`config.mk`:
```
export PLATFORM = sky130hd
export DESIGN_NAME = spi_slave_port
export DESIGN_NICKNAME = d
export VERILOG_FILES = /design/src/rtl/spi_slave_port.sv
export SDC_FILE = /design/constraint.sdc
export NUM_CORES = 1
export LEC_CHECK = 0
export CORE_MARGIN = 1
export CORE_UTILIZATION = 42
export DETAILED_ROUTE_END_ITERATION = 10
export PLACE_DENSITY = 0.73
export REMOVE_ABC_BUFFERS = 1
export SLEW_MARGIN = 10
export SYNTH_ARGS = -nofsm -noshare
export SYNTH_HDL_FRONTEND = slang
export SYNTH_SLANG_ARGS = --single-unit
```
`constraint.sdc`:
```
create_clock -name i_Clk -period 2.4 [get_ports i_Clk]
set_input_delay 0.72 -clock i_Clk [delete_from_list [all_inputs] [get_ports i_Clk]]
set_output_delay 0.72 -clock i_Clk [all_outputs]
set_load 0.005 [all_outputs]
```
`src/rtl/spi_slave_port.sv`:
```
`timescale 1ns/1ps
// -----------------------------------------------------------------------------
// spi_slave_port
//
// SPI mode-0 responder clocked entirely by i_Clk. SCLK, CS_n and MOSI from an
// external master are oversampled through synchronisers. Received words are
// assembled MSB first into o_RX_Byte with a one-cycle o_RX_DV strobe. A
// single-entry holding register feeds the transmit shifter that drives MISO
// during the same transfer.
//
// Ports
//   i_Clk          system clock
//   i_Rst          asynchronous active-high reset
//   i_SPI_Clk      master SCLK (asynchronous)
//   i_SPI_CS_n     master chip select, active low (asynchronous)
//   i_SPI_MOSI     master data out (asynchronous)
//   o_SPI_MISO     responder data out, 0 while deselected
//   o_RX_Byte      last complete received word
//   o_RX_DV        one-cycle strobe: o_RX_Byte updated
//   i_TX_Byte      next word to transmit
//   i_TX_DV        load strobe for i_TX_Byte, honoured only while o_TX_Ready
//   o_TX_Ready     transmit holding register is empty
//   o_TX_Underrun  sticky: a word started with no transmit data loaded
// -----------------------------------------------------------------------------
module spi_slave_port #(
  parameter int WIDTH       = 8,
  parameter int SYNC_STAGES = 2
) (
  input  logic             i_Clk,
  input  logic             i_Rst,
  input  logic             i_SPI_Clk,
  input  logic             i_SPI_CS_n,
  input  logic             i_SPI_MOSI,
  output logic             o_SPI_MISO,
  output logic [WIDTH-1:0] o_RX_Byte,
  output logic             o_RX_DV,
  input  logic [WIDTH-1:0] i_TX_Byte,
  input  logic             i_TX_DV,
  output logic             o_TX_Ready,
  output logic             o_TX_Underrun
);

  localparam int CNT_W = (WIDTH > 2) ? $clog2(WIDTH) : 1;
  localparam logic [CNT_W-1:0] LAST_BIT = CNT_W'(WIDTH - 1);

  typedef enum logic {IDLE, ACTIVE} state_t;

  state_t state_q, state_d;

  logic [SYNC_STAGES-1:0] sclk_sync, cs_sync, mosi_sync;
  logic                   sclk_d, cs_d;
  logic                   sclk_rise, sclk_fall, cs_fall, cs_rise;

  logic [WIDTH-1:0] rx_shift, rx_next;
  logic [WIDTH-1:0] tx_shift;
  logic [WIDTH-1:0] hold_data;
  logic             hold_full;
  logic [CNT_W-1:0] bit_cnt;
  logic             active;
  logic             tx_load;
  logic             tx_accept;

  // ---------------------------------------------------------------------------
  // Synchronisers and registered edge strobes. The CS_n chain resets low so a
  // master that is still selected when reset releases produces no cs_fall:
  // the first word after reset needs a genuine fresh CS_n falling edge.
  // ---------------------------------------------------------------------------
  always_ff @(posedge i_Clk or posedge i_Rst) begin
    if (i_Rst) begin
      sclk_sync <= '0;
      cs_sync   <= '0;
      mosi_sync <= '0;
      sclk_d    <= 1'b0;
      cs_d      <= 1'b0;
      sclk_rise <= 1'b0;
      sclk_fall <= 1'b0;
      cs_fall   <= 1'b0;
      cs_rise   <= 1'b0;
    end else begin
      // NOTE: non-blocking assignments make every flop sample the pre-edge
      // value of its neighbour, which is what turns this into a shift chain.
      sclk_sync <= {sclk_sync[SYNC_STAGES-2:0], i_SPI_Clk};
      cs_sync   <= {cs_sync[SYNC_STAGES-2:0],   i_SPI_CS_n};
      mosi_sync <= {mosi_sync[SYNC_STAGES-2:0], i_SPI_MOSI};
      sclk_d    <= sclk_sync[SYNC_STAGES-1];
      cs_d      <= cs_sync[SYNC_STAGES-1];
      sclk_rise <=  sclk_sync[SYNC_STAGES-1] & ~sclk_d;
      sclk_fall <= ~sclk_sync[SYNC_STAGES-1] &  sclk_d;
      cs_fall   <= ~cs_sync[SYNC_STAGES-1]   &  cs_d;
      cs_rise   <=  cs_sync[SYNC_STAGES-1]   & ~cs_d;
    end
  end

  // ---------------------------------------------------------------------------
  // Select FSM
  // ---------------------------------------------------------------------------
  always_ff @(posedge i_Clk or posedge i_Rst) begin
    if (i_Rst) state_q <= IDLE;
    else       state_q <= state_d;
  end

  always_comb begin
    // NOTE: assigning every output first means no path leaves a value
    // unassigned, so no latch can be inferred.
    state_d   = state_q;
    active    = (state_q == ACTIVE);
    rx_next   = {rx_shift[WIDTH-2:0], mosi_sync[SYNC_STAGES-1]};
    // A transmit word is pulled at select and at every word boundary.
    tx_load   = cs_fall |
                (active & ~cs_rise & sclk_fall & (bit_cnt == '0));
    tx_accept = i_TX_DV & ~hold_full;
    case (state_q)
      IDLE:    if (cs_fall) state_d = ACTIVE;
      ACTIVE:  if (cs_rise) state_d = IDLE;
      default: state_d = IDLE;
    endcase
  end

  // ---------------------------------------------------------------------------
  // Receive path and bit counter
  // ---------------------------------------------------------------------------
  always_ff @(posedge i_Clk or posedge i_Rst) begin
    if (i_Rst) begin
      rx_shift  <= '0;
      bit_cnt   <= '0;
      o_RX_Byte <= '0;
      o_RX_DV   <= 1'b0;
    end else begin
      o_RX_DV <= 1'b0;
      if (cs_rise || cs_fall) begin
        // Deselect discards any partial word; select starts a clean one.
        rx_shift <= '0;
        bit_cnt  <= '0;
      end else if (active && sclk_rise) begin
        rx_shift <= rx_next;
        if (bit_cnt == LAST_BIT) begin
          o_RX_Byte <= rx_next;
          o_RX_DV   <= 1'b1;
          bit_cnt   <= '0;
        end else begin
          bit_cnt <= bit_cnt + 1'b1;
        end
      end
    end
  end

  // ---------------------------------------------------------------------------
  // Transmit shifter, holding register and underrun flag. A load and an
  // accept in the same cycle are independent: the shifter takes the old
  // holding contents, and the accept is gated by the pre-edge ready state.
  // ---------------------------------------------------------------------------
  always_ff @(posedge i_Clk or posedge i_Rst) begin
    if (i_Rst) begin
      tx_shift      <= '0;
      hold_data     <= '0;
      hold_full     <= 1'b0;
      o_TX_Underrun <= 1'b0;
    end else begin
      if (cs_rise) begin
        tx_shift <= '0;
      end else if (tx_load) begin
        tx_shift <= hold_full ? hold_data : '0;
      end else if (active && sclk_fall) begin
        tx_shift <= {tx_shift[WIDTH-2:0], 1'b0};
      end

      if (tx_load) begin
        if (cs_fall)         o_TX_Underrun <= ~hold_full;
        else if (!hold_full) o_TX_Underrun <= 1'b1;
      end

      if (tx_accept) begin
        hold_data <= i_TX_Byte;
        hold_full <= 1'b1;
      end else if (tx_load && hold_full) begin
        hold_full <= 1'b0;
      end
    end
  end

  assign o_TX_Ready = ~hold_full;
  assign o_SPI_MISO = active & tx_shift[WIDTH-1];

endmodule

```
After elaboration in Yosys (flattened, before gate mapping):

Cells that the tools add are included.

* multipliers: 0
* divide/modulo/power cells: 0
* shifts and indexed selects: 0
* bitwise operators: 18
* reduce and logical (&&, ||, !) cells: 10
* add/sub/neg operators: 1
* magnitude comparators: 0
* mux-type cells: 19
* equality and inequality tests: 2

Operators by type and width (count)
* $mux 8: 4
* $mux 7: 2
* $and 1x1->1: 9
* $mux 1: 9
* $mux 3: 3
* $not 1->1: 8
* $reduce_bool 2->1: 2
* $add 3x1->3 const B: 1
* $eq 3x3->1 const B: 1
* $logic_and 1x1->1: 3
* $logic_not 3->1: 1
* $reduce_and 3->1: 1
* $reduce_bool 3->1: 1
* $ne 2x2->1 const B: 1
* $pmux 1 s2: 1
* $reduce_and 2->1: 1
* $logic_or 1x1->1: 1
* $or 1x1->1: 1

* logic and storage cells: 68
* output and inout port bits: 12
* register bits after elaboration: 50
* input port bits: 14
* memories kept: 0
* bits in read-only memories: 0
* memory bits (writable): 0
* latch bits: 0

Longest topological paths before layout:

Gate-level depths: netlist of the first run.

* word-level depth: 8
* gate-level depth with buffers: 5

Worst setup path before layout of the first run:

Ideal clock, no wire load.

* kind: register to register
* start point: reg bit_cnt[0]
* end point: reg tx_shift[5]
* setup time: 83 ps
* path slack: 789 ps
* path buffers: 0
* required time: 2317 ps
* stages on the path, launching flop included: 6
* data arrival time: 1529 ps
* cells stage by stage: dfrtp_1 > inv_1 > ha_1 > nor3b_1 > mux2_2 > o21ai_0

* cells in the longest elaborated chain, start to end: 5
* elaborated cells between the ends (all ways): 6
* those cells by class: mux: 2; bitwise: 2; reduce/logical: 2

Ends and longest elaborated chain
* from (decl): line 58 `logic [CNT_W-1:0] bit_cnt;`
* from (signal assigned): line 141 `bit_cnt <= bit_cnt + 1'b1;`
* $logic_not 3->1 *: line 110 `(active & ~cs_rise & sclk_fall & (bit_cnt == '0));`
* $and 1x1->1 *: line 110
* $or 1x1->1 *: line 109 `tx_load = cs_fall |`
* $mux 8: line 161 `end else if (tx_load) begin`
* $mux 8: line 159 `if (cs_rise) begin`
* to (signal assigned): line 162 `tx_shift <= hold_full ? hold_data : '0;`
* to (signal assigned): line 164 `tx_shift <= {tx_shift[WIDTH-2:0], 1'b0};`
* to (decl): line 55 `logic [WIDTH-1:0] tx_shift;`

Mark *: on every way between the ends. The rest lies on a longest branch, timed or not.
A chain may end at the register's enable or synchronous reset.

Worst setup path after layout of the first run:

* start point: reg hold_full
* end point: out o_TX_Ready

* cells in the longest elaborated chain, start to end: 1

Ends and longest elaborated chain
* from (decl): line 57 `logic hold_full;`
* from (signal assigned): line 156 `hold_full <= 1'b0;`
* from (signal assigned): line 174 `hold_full <= 1'b1;`
* from (signal assigned): line 176 `hold_full <= 1'b0;`
* $not 1->1: line 181 `assign o_TX_Ready = ~hold_full;`
* to (decl): line 39 `output logic o_TX_Ready,`

Every way passes these cells.

==> flow_summary.ini, run 1 <==
[run_status]
status = finished clean

[layout]
final_area_um2 = 2470
fin_util = 0.5229
area_delta_synth_final_pct = 19.78
layout-drive-gt1-share = 0.1927
n_antenna_cell = 0
finalNonFillerCells = 259
fin_nets = 209

[worst_hold_path]
hold_class = reg -> reg

[detailed_routing]
met1_length_mm = 1.594
routed_wl_mm = 3.355
dr_wl_met3_um = 128
met2_length_mm = 1.603
via_per_inst = 4.996
drtAntennaViolNets = 0
drc = 0
wl_per_cell_um = 12.95
dr.pass1.iters = 4
first_iter_violations = 103
vias = 1294
maxUsedRoutingLayer = met4

[clock_tree]
ctsLongestPathBuffers = 2
post-cts-setup-buffers = 0
postCtsHoldBufs = 0
cts_root_buf = clkbuf_8
cts_buffers = 5
clock_sinks = 50
clkTransAtPathRegs_ns = 0.08
post_cts_resized = 0
cts-htree-levels = 2
cts_tree = done
worstSkewPairLatency_ns = 0.29

[run]
maxCapViolations = 0

[synthesis]
syn_area_um2 = 2062
syn-mean-instance-area_um2 = 12.73
synthCells = 162
synth_area_leaders = dfrtp_1, mux2_2, nand2_1
synthMuxAreaShare = 0.1086
synth_top_cell_by_area = dfrtp_1
synth-seq-cells = 50
yosys_warnings = 0
synth_compound_area_frac = 0.08252
synthDistinctLibCells = 32
yosysSeqAreaShare = 0.6068
synth-simple-area-share = 0.1481
synth_top_area_frac = 0.6068
synth_top_family_by_area = simple AND/OR/NAND/NOR gates
synth-xor-area-share = 0
synth_fa_ha_area_frac = 0.01820

[placed_design]
detailed_place_hpwl_mm = 2.460
io_buffers = 25
place.gp.congestion = 0.8391
place_area_um2 = 2391
dp.cells = 252

[sta]
setup_tns_ns = 0
tightest_slew_ns = 0.7754
fin_crit_sh = 0.8805
maxSlewHeadroom = 0.4799
period_needed_ns = 2.113
finalClockSkew_ns = 0.006341
finalSetupViolCount = 0
rsz0062_at_grt = false
max_freq_ghz = 0.4732
hold_viol = 0
maxSlewViolCount = 0

[grt]
globalRouteTotalUtil = 0.1510
grt.overflow.total = 0
grt_pass1_vias = 1292
antenna_found_initial = 0
grt_pass1_wl_mm = 6.037
grt_max_degree = 27

[setup_path]
crit_path_end_kind = primary output
cp_data_required_time_ns = 1.68
worst_setup_path_start_kind = flip-flop
r2r_setup_slack_ns = 0.70
crit_fanout = 11
critPathKind = reg -> out
crit_arrival_ns = 1.39

[floorplan]
start_util = 0.4366
die_area_um2 = 5193
pin_count = 26
coreArea_um2 = 4723
dieWidth_um = 72.07
dieHeight_um = 72.07
rows = 25

[power_and_ir_drop]
power.density_nw_per_um2 = 718.6
power_mw = 1.775
p_leak_nw = 1.058
irDropWorstVdd_uv = 317.6
## cell usage in the layout (no fill, tap or decap), types with 2 or more instances in the layout
cell / instances
clkinv_2: 2
nor2_1: 2
nand2_1: 20
a22oi_1: 3
nand4b_1: 4
inv_1: 4
clkbuf_8: 5
a21oi_1: 10
buf_4: 4
o21ai_0: 4
a221o_1: 4
mux2_2: 19
clkdlybuf4s50_1: 25
ha_1: 3
and2_1: 7
nor2b_1: 6
nand4_1: 4
dfrtp_1: 50
## sequential cells by signal (all words and copies together), names as in the netlist
| register | cells |
|---|---|
| active | 1 |
| mosi_sync | 2 |
| cs_sync | 2 |
| o_RX_DV | 1 |
| sclk_rise | 1 |
| bit_cnt | 3 |
| cs_fall | 1 |
| o_RX_Byte | 8 |
| hold_data | 8 |
| cs_d | 1 |
| sclk_sync | 2 |
| sclk_d | 1 |
| cs_rise | 1 |
| hold_full | 1 |
| rx_shift | 7 |
| tx_shift | 8 |
| sclk_fall | 1 |
| o_TX_Underrun | 1 |
## worst paths after layout
kind,from,endpoint,depth (start not counted)
max in group asynchronous,i_Rst,cs_fall,3
min in group asynchronous,i_Rst,rx_shift[1],2
min,mosi_sync[0],mosi_sync[1],0
max,hold_full,o_TX_Ready,2
max reg2reg,bit_cnt[0],o_RX_Byte[0],5
min reg2reg,mosi_sync[0],mosi_sync[1],0
## layer usage
metal  track usage  up-vias
li1              -      627
met4       0.03922        0
met3       0.04722        5
met5             0        -
met1        0.2094      642
met2        0.2316       20
## stage by stage
| stage | setup slack, ns | hold slack [ns] |
|---|---|---|
| finish | 0.2868 | 0.3567 |
| global route | 0.2238 | 0.3660 |
| global placement | 0.4721 | 0.3340 |
| floorplan | 0.4788 | 0.3312 |
| CTS | 0.2629 | 0.3614 |
| detailed placement | 0.4540 | 0.3372 |
## power breakdown
group | switching (mW) | internal (mW) | leakage (nW)
clock | 0.247 | 0.196 | 0.0438
combinational | 0.118 | 0.163 | 0.368
sequential | 0.0943 | 0.956 | 0.646
## area by class of cell
cell class / instances / area (um^2)
timing repair buffer: 30 / 300.3
clock inverter: 2 / 10.01
inverter: 5 / 18.77
clock buffer: 5 / 68.82
tap: 67 / 83.83
fill: 408 / 2253
multi-input combinational: 100 / 737.0
sequential: 50 / 1251
## synthesized netlist by cell type (all sizes together)
master	instances
dfrtp	50
nand2	20
mux2	19
a21oi	10
and2	7
buf	6
nor2b	6
inv	5
a221o	4
nand4	4
nand4b	4
o21ai	4
a22oi	3
ha	3
nor2	2
a211oi	1
a21o	1
a31oi	1
and3b	1
clkbuf	1
mux2i	1
nand2b	1
nand3	1
nand3b	1
nor3	1
nor3b	1
nor4b	1
o21bai	1
o2bb2ai	1
or2	1
## cells by family after synthesis
logic type / count (synthesis)
compound gates: 26
fa+ha+maj: 3
buf+inv: 12
flops: 50
mux: 20
simple gates: 51
## critical path: stages, from the launching register on
cell	delay, ns
dfrtp_1	0.50
inv_1	0.10
clkdlybuf4s50_1	0.50
Note: power is estimated with default switching activity, not from simulation.
==> run 2, diff against run 1 <==
- CELL_PAD_IN_SITES_DETAIL_PLACEMENT: unset -> 0
- CELL_PAD_IN_SITES_GLOBAL_PLACEMENT: unset -> 1
- PLACE_DENSITY: 0.73 -> 0.85
==> flow_summary.ini, run 2 (synthesis gave the netlist of run 1 again) <==
[run_status]
status = finished clean

[placed_design]
place_area_um2 = 2369
detailed_place_hpwl_mm = 2.514
place.gp.congestion = 0.8311
io_buffers = 25

[detailed_routing]
dr.pass1.iters = 4
vias = 1309
first_iter_violations = 81
wl_per_cell_um = 13.88
drc = 0
drtAntennaViolNets = 0
via_per_inst = 5.113
routed_wl_mm = 3.553

[clock_tree]
postCtsHoldBufs = 0
post-cts-setup-buffers = 0
post_cts_resized = 0
clkTransAtPathRegs_ns = 0.08
worstSkewPairLatency_ns = 0.30
cts-htree-levels = 2
cts_buffers = 5
clock_sinks = 50
cts_root_buf = clkbuf_8
ctsLongestPathBuffers = 2
cts_tree = done

[floorplan]
coreArea_um2 = 4723
pin_count = 26
start_util = 0.4366
dieWidth_um = 72.07
die_area_um2 = 5193
rows = 25
dieHeight_um = 72.07

[setup_path]
crit_path_end_kind = primary output
r2r_setup_slack_ns = 0.47
max_stage_delay_ns = 0.61
crit_slowest_cell = dfrtp_1
path_cells = and2_1 > clkdlybuf4s50_1
cp_data_required_time_ns = 1.68
reg2reg_from = bit_cnt[0]
crit_arrival_ns = 1.59
worst_setup_path_start_kind = flip-flop
critPathKind = reg -> out
timing.rr.end = tx_shift[7]
worstRegToRegCells = 5
crit_fanout = 13

[layout]
n_antenna_cell = 0
area_delta_synth_final_pct = 20.33
layout-drive-gt1-share = 0.1799
largestRegisters = hold_data x8, o_RX_Byte x8, tx_shift x8
fin_util = 0.5253
final_area_um2 = 2481
layout_commonest_cell = dfrtp_1
layout_common_cells = dfrtp_1, clkdlybuf4s50_1, nand2_1
fin_nets = 206

[sta]
finalSetupViolCount = 0
setup_tns_ns = 0
fin_crit_sh = 0.9610
finalClockSkew_ns = 0.005422
maxSlewViolCount = 0
period_needed_ns = 2.307
hold_ws_ns = 0.3562
rsz0062_at_grt = false
max_freq_ghz = 0.4336
maxSlewHeadroom = 0.5028
tightest_slew_ns = 0.7413
hold_viol = 0

[worst_hold_path]
hold_class = reg -> reg
min_to = sclk_sync[1]
hold_path_depth = 0
hp-start = sclk_sync[0]

[grt]
globalRouteTotalUtil = 0.1528
use_met3 = 0.04583
grt_pass1_vias = 1308
grt.overflow.total = 0
top_usage_layer = met2
antenna_found_initial = 0
grt_pass1_wl_mm = 6.058
use_met2 = 0.2440
met1_usage = 0.1908
grt_max_degree = 30

[power_and_ir_drop]
p_int_mw = 1.444
p_seq_frac = 0.552
power_frac_clock = 0.311
p_switching_mw = 0.4694
power_frac_comb = 0.138
p_leak_nw = 1.057
irDropWorstVdd_uv = 545.9
power.density_nw_per_um2 = 771.3
switching_share = 0.2453

[run]
maxCapViolations = 0
run 2: critical path: cells and delay by family (launching register included):
kind	cells	cell delay, ns
buffers and inverters	1	0.49
flip-flops	1	0.61
AND/OR/NAND/NOR	1	0.19
run 2: layout make-up:
cell class | instances | area (um^2)
well taps | 67 | 83.83
clock buffers | 6 | 82.58
repair buffers | 27 | 277.8
inverters | 5 | 18.77
flip-flops and latches | 50 | 1251
fillers | 399 | 2242
clock inverters | 1 | 30.03
multi-input cells | 100 | 737.0
run 2: worst max path at each step:
stage,startpoint,to,slack [ns]
CTS,active,o_SPI_MISO,0.09
global route,active,o_SPI_MISO,0.03
floorplan,i_Rst,active,0.48
global placement,i_TX_DV,hold_data[2],0.47
finish,active,o_SPI_MISO,0.09
detailed placement,active,o_SPI_MISO,0.44
run 2: power groups by stage:
stage          logic, mW  registers (mW)  clock network, mW
2_1_floorplan      0.178            1.04                  0
3_3_place_gp       0.253            1.06                  0
3_5_place_dp       0.268            1.07                  0
4_1_cts            0.270            1.05              0.610
5_1_grt            0.291            1.07              0.638
6_report           0.263            1.06              0.595
run 2: metal layers:
layer / part of all wire / vias to the layer above
li1: - / 622
met1: 0.47 / 658
met3: 0.034 / 6
met2: 0.48 / 23
met5: 0 / -
met4: 0.018 / 0
run 2: stage by stage:
stage	setup slack, ns	cells	power (mW)
finish	0.09350	256	1.914
global route	0.03241	256	2.004
CTS	0.09037	256	1.935
detailed placement	0.4363	249	1.339
global placement	0.4665	249	1.316
floorplan	0.4788	155	1.217
